--- src/rtl/cmd_rx_pkg.sv ---
// Shared definitions for the command receive path.
// Widths and the serial bit period default live here so that cmd_rx, data_dec
// and any bench agree on codeword and field sizes. The FSM state encodings are
// 3-bit constants so they can also be probed from outside the receiver.
package cmd_rx_pkg;

   localparam int DATA_L  = 14;   // Hamming(14,10) codeword width
   localparam int CMD_L   = 4;    // command field width used by data_dec
   localparam int CLK_DIV = 16;   // default clk cycles per serial bit

   typedef logic [2:0] fsm_state_t;

   localparam fsm_state_t ST_IDLE  = 3'd0;
   localparam fsm_state_t ST_START = 3'd1;
   localparam fsm_state_t ST_DATA  = 3'd2;
   localparam fsm_state_t ST_STOP  = 3'd3;
   localparam fsm_state_t ST_BREAK = 3'd4;

endpackage

--- src/rtl/sync_2ff.sv ---
// Two-flop synchronizer for a single asynchronous level.
// Reset value is 1 so an idle-high serial line does not look like a start bit
// while the flops fill after reset.
// Ports:
//   clk  system clock
//   rst  synchronous active-high reset
//   d    asynchronous input
//   q    synchronized output (two clk of latency)
module sync_2ff (
   input  logic clk,
   input  logic rst,
   input  logic d,
   output logic q
);

   logic meta;

   always_ff @(posedge clk) begin
      if (rst) begin
         meta <= 1'b1;
         q    <= 1'b1;
      end else begin
         meta <= d;
         q    <= meta;
      end
   end

endmodule

--- src/rtl/cmd_rx.sv ---
// Serial receiver for one Hamming(14,10) codeword per frame.
// Frame format: start bit (0), data_l data bits LSB first, stop bit (1); the
// line idles high. Bits are sampled mid-bit using a clk_div-per-bit counter.
// Frames with a low stop bit are flagged on frm_err and never forwarded.
// Ports:
//   clk      system clock
//   rst      synchronous active-high reset
//   rx       asynchronous serial line, idle high
//   data     last good codeword, held until the next good frame
//   avl      one-cycle pulse, data updated this cycle
//   frm_err  one-cycle pulse, stop bit sampled low, frame discarded
//   busy     high whenever the receiver is not idle
//
// state    | meaning
// ---------+---------------------------------------------------------------
// ST_IDLE  | waiting for rx_s to fall
// ST_START | counting to mid start bit; high there means a glitch
// ST_DATA  | sampling data bits at each full bit period
// ST_STOP  | sampling stop bit; high forwards the word, low flags frm_err
// ST_BREAK | line stuck low after a framing error; wait for it to go high
module cmd_rx
   import cmd_rx_pkg::*;
#(
   parameter int data_l  = DATA_L,
   parameter int clk_div = CLK_DIV
) (
   input  logic              clk,
   input  logic              rst,
   input  logic              rx,
   output logic [data_l-1:0] data,
   output logic              avl,
   output logic              frm_err,
   output logic              busy
);

   localparam int bcnt_w = $clog2(clk_div);
   localparam int idx_w  = $clog2(data_l + 1);

   localparam logic [bcnt_w-1:0] half_tc  = bcnt_w'(clk_div / 2 - 1);
   localparam logic [bcnt_w-1:0] full_tc  = bcnt_w'(clk_div - 1);
   localparam logic [idx_w-1:0]  last_idx = idx_w'(data_l - 1);

   fsm_state_t        state;
   logic [bcnt_w-1:0] bcnt;
   logic [idx_w-1:0]  idx;
   logic [data_l-1:0] shreg;
   logic              rx_s;

   sync_2ff u_sync (
      .clk (clk),
      .rst (rst),
      .d   (rx),
      .q   (rx_s)
   );

   assign busy = (state != ST_IDLE);

   always_ff @(posedge clk) begin
      if (rst) begin
         state   <= ST_IDLE;
         bcnt    <= '0;
         idx     <= '0;
         shreg   <= '0;
         data    <= '0;
         avl     <= 1'b0;
         frm_err <= 1'b0;
      end else begin
         avl     <= 1'b0;
         frm_err <= 1'b0;
         case (state)
            ST_IDLE: begin
               if (!rx_s) begin
                  state <= ST_START;
                  bcnt  <= '0;
               end
            end
            ST_START: begin
               if (bcnt == half_tc) begin
                  // Still low at mid start bit: a real frame. From here on the
                  // counter is aligned to bit centres.
                  if (!rx_s) begin
                     state <= ST_DATA;
                     bcnt  <= '0;
                     idx   <= '0;
                  end else begin
                     state <= ST_IDLE;
                  end
               end else begin
                  bcnt <= bcnt + 1'b1;
               end
            end
            ST_DATA: begin
               if (bcnt == full_tc) begin
                  shreg[idx] <= rx_s;
                  idx        <= idx + 1'b1;
                  bcnt       <= '0;
                  if (idx == last_idx) begin
                     state <= ST_STOP;
                  end
               end else begin
                  bcnt <= bcnt + 1'b1;
               end
            end
            ST_STOP: begin
               if (bcnt == full_tc) begin
                  if (rx_s) begin
                     data  <= shreg;
                     avl   <= 1'b1;
                     state <= ST_IDLE;
                  end else begin
                     frm_err <= 1'b1;
                     state   <= ST_BREAK;
                  end
               end else begin
                  bcnt <= bcnt + 1'b1;
               end
            end
            ST_BREAK: begin
               // Hold here so a line stuck low yields a single frm_err rather
               // than one per bogus frame.
               if (rx_s) begin
                  state <= ST_IDLE;
               end
            end
            default: begin
               state <= ST_IDLE;
            end
         endcase
      end
   end

endmodule

--- config.mk ---
export PLATFORM = sky130hd
export DESIGN_NAME = cmd_rx
export DESIGN_NICKNAME = d
export VERILOG_FILES = /design/src/rtl/cmd_rx_pkg.sv /design/src/rtl/sync_2ff.sv /design/src/rtl/cmd_rx.sv
export SDC_FILE = /design/constraint.sdc
export NUM_CORES = 1
export LEC_CHECK = 0
export ABC_CLOCK_PERIOD_IN_PS = 1700
export CAP_MARGIN = 5
export CORE_ASPECT_RATIO = 1.25
export CORE_UTILIZATION = 30
export CTS_CLUSTER_SIZE = 14
export DETAILED_ROUTE_END_ITERATION = 12
export PLACE_DENSITY = 0.49
export SLEW_MARGIN = 20
export SYNTH_ARGS = -nofsm -noshare
export SYNTH_HDL_FRONTEND = slang
export SYNTH_HIERARCHICAL = 1
export SYNTH_SLANG_ARGS = --single-unit
--- constraint.sdc ---
create_clock -name clk -period 1.7 [get_ports clk]
set_clock_uncertainty 0.05 [all_clocks]
set_input_delay 0.425 -clock clk [delete_from_list [all_inputs] [get_ports clk]]
set_output_delay 0.425 -clock clk [all_outputs]
set_load 0.02 [all_outputs]
==> flow_metrics.env <==
export IMPL_setup_viol=0
export IMPL_comb_power_share=0.050
export IMPL_syn_nets=246
export IMPL_status="finished, final reports clean"
export IMPL_numCtsBuffers=5
export IMPL_synth_edf_count=0
export IMPL_cts_sinks=43
export IMPL_p_leak_nw=1.11
export IMPL_synth_common_cells="dfxtp_1 (43), nand2_1 (33), a21oi_1 (26), nor2_1 (23), nand4_1 (15)"
export IMPL_drc=0
export IMPL_powerDensity_nw_per_um2=753
export IMPL_slew_headroom=0.726
export IMPL_io_buffer_count=19
export IMPL_cts_tree="built"
export IMPL_cp_start_kind="flop"
export IMPL_yosysMostFrequentCell="dfxtp_1"
export IMPL_ant_nets=0
export IMPL_cts_root_buf="clkbuf_8"
export IMPL_track_usage=0.141
export IMPL_fmax_mhz=615
export IMPL_hold_viol=0
export IMPL_cp_arrival_ns=1.81
export IMPL_dr_first_iter_drc_count=54
export IMPL_p_int_mw=1.49
export IMPL_synthTopCellsByArea="dfxtp_1 (43%), mux2i_1 (7.0%), a21oi_1 (6.5%)"
export IMPL_synth_seq_cells=43
export IMPL_final_nets=277
export IMPL_num_fill_cells=662
export IMPL_fp_coreArea_um2=6290
export IMPL_cp_required_ns=1.89
export IMPL_post_route_min_period_ns=1.63
export IMPL_initial_utilization=0.316
export IMPL_hold_path_class="flop to flop"
export IMPL_overflow=0
export IMPL_grt_pass1_vias=1647
export IMPL_crit_path_end_kind="flop"
export IMPL_min_period_over_period=0.956
export IMPL_path_class="flop to flop"
export IMPL_cp_slowest_cell="or4b_1"
export IMPL_final_max_slew_violation_count=0
export IMPL_synth_avg_cell_area_um2=8.36
export IMPL_h_tree_depth=2
export IMPL_synthFlopType="dfxtp_1"
export IMPL_routed_wl_mm=4.43
export IMPL_final_core_utilization=0.409
export IMPL_hpwl_mm=3.05
export IMPL_gp_congestion=0.764
export IMPL_clkPwrFrac=0.425
export IMPL_yosys_warnings=6
export IMPL_die_x_um=74.8
export IMPL_antenna_cells=0
export IMPL_met2_length_mm=2.10
export IMPL_synth_top_cell_area_share=0.433
export IMPL_power_mw=1.94
export IMPL_rows=32
export IMPL_syn2layout_area_growth_pct=29.2
export IMPL_holdBufCountCts=0
export IMPL_swShare=0.230
export IMPL_cp_max_fo=5
export IMPL_async_flop_share=0
export IMPL_synth_cell_types=41
export IMPL_vias_per_cell=4.89
export IMPL_synth_seq_area_share=0.433
export IMPL_dr_pass1_iters=4
export IMPL_crit_path_max_incr_delay_ns=0.51
export IMPL_power_net_switching_mw=0.445
export IMPL_grt_pass1_wl_mm=7.58
export IMPL_met3_length_um=104
export IMPL_syn_area_um2=1990
export IMPL_cp_cell_sequence="inv_1, ha_2, and3_4, o32ai_4, or4b_1, a21oi_1"
export IMPL_grt_start_max_net_pins=23
export IMPL_antenna_found_initial=0
export IMPL_clkTransAtPathRegs_ns=0.09
export IMPL_ios=20
export IMPL_drt_met1_wl_mm=2.14
export IMPL_tightest_slew_ns=0.409
export IMPL_die_area_um2=6960
export IMPL_ctsLongestPathBuffers=2
export IMPL_ir_drop_mv=0.374
export IMPL_tns_ns=0
export IMPL_routedWlPerCell_um=12.5
export IMPL_p_seq_frac=0.526
export IMPL_insertion_delay_ns=0.30
export IMPL_drive_above_1_share=0.189
export IMPL_vias=1735
export IMPL_syn_inst=238
export IMPL_die_h_um=93.0
export IMPL_top_layer_used="met4"
export IMPL_yosysTopAreaCell="dfxtp_1"
export IMPL_max_cap_violations=0
-- power groups by stage --
stage / sequential [mW] / clock [mW] / combinational (mW)
after floorplan: 1.04 / 0 / 0.0575
after global placement: 1.04 / 0 / 0.0845
after detailed placement: 1.04 / 0 / 0.0842
after CTS: 1.02 / 0.849 / 0.0874
after global routing: 1.02 / 0.893 / 0.107
final: 1.02 / 0.822 / 0.0963
-- sequential cells by signal, indices dropped and copies added (netlist names) --
name,count
shreg,14
state,3
idx,4
frm_err,1
bcnt,4
avl,1
u_sync/meta,1
data,14
u_sync/q,1
-- final timing paths --
kind | start | endpoint | slack [ns] | cells after the start
min reg2reg | u_sync/meta | u_sync/q | 0.36 | 1
max reg2reg | idx[1] | state[0] | 0.07 | 6
max | idx[1] | state[0] | 0.07 | 6
min | u_sync/meta | u_sync/q | 0.36 | 1
-- layer usage --
layer	track usage	vias up
met5	0	-
met4	0.0645	0
met3	0.0291	6
met2	0.223	18
met1	0.181	824
li1	-	887
-- worst max-delay path: cells and delay by family (launching register included) --
| kind | cells | cell delay [ns] |
|---|---|---|
| and+or+nand+nor | 2 | 0.70 |
| AOI/OAI and AO/OA | 2 | 0.23 |
| adders and majority gates | 1 | 0.19 |
| buffers and inverters | 1 | 0.08 |
| DFF | 1 | 0.32 |
-- repair_timing --
action | in CTS | in global routing
gates resized for setup | 21 | 20
setup endpoints to repair | 18 | 35
pin swaps | 0 | 1
buffers inserted | 0 | 4
-- layout by cell type, fill, tap and decap left out, drive strengths merged, types with 2 or more instances in the layout --
cell type      count
nand3b             2
xnor2              4
clkbuf             5
buf               26
nor2b              4
clkinv             2
o31ai              3
mux2i             14
nand2b             3
nor3               3
nand2             33
dlymetal6s2s       2
clkdlybuf4s50      2
a21oi             26
o21ai              6
and3               3
nand4             15
or3                2
inv                3
ha                 5
or2                2
nand3              5
a211oi             2
dfxtp             43
nor2              23
and2               2
dlygate4sd2       14
-- area by class of cell --
| type | instances | area [um2] | area share |
|---|---|---|---|
| clock buffers | 5 | 68.8 | 0.0268 |
| clock inverters | 3 | 43.8 | 0.0170 |
| inverters | 3 | 11.3 | 0.00438 |
| multi-input cells | 172 | 1090 | 0.424 |
| flip-flops and latches | 43 | 867 | 0.337 |
| well taps | 85 | 106 | 0.0414 |
| repair buffers | 44 | 383 | 0.149 |
-- cells by family (layout without fill, tap and decap cells) --
| kind of cell | after synthesis | in the layout | share of synthesized area |
|---|---|---|---|
| AOI/OAI and AO/OA | 43 | 43 | 0.130 |
| xor gates and xnor gates | 5 | 5 | 0.0220 |
| adders and majority gates | 5 | 5 | 0.0314 |
| buffers and inverters | 23 | 55 | 0.0478 |
| DFF | 43 | 43 | 0.433 |
| muxes | 14 | 14 | 0.0704 |
| and+or+nand+nor | 105 | 105 | 0.265 |
-- per-stage QoR --
step           setup WS, ns  instances  instance area, um2  hold slack, ns
2_1_floorplan        0.0336        238                1990           0.335
6_report             0.0747        355                2570           0.361
4_1_cts             -0.0257        351                2480           0.365
5_1_grt            -0.00406        355                2570           0.386
3_5_place_dp         0.0192        343                2360           0.343
3_3_place_gp         0.0136        343                2360           0.338
(Power assumes the default switching activity.)
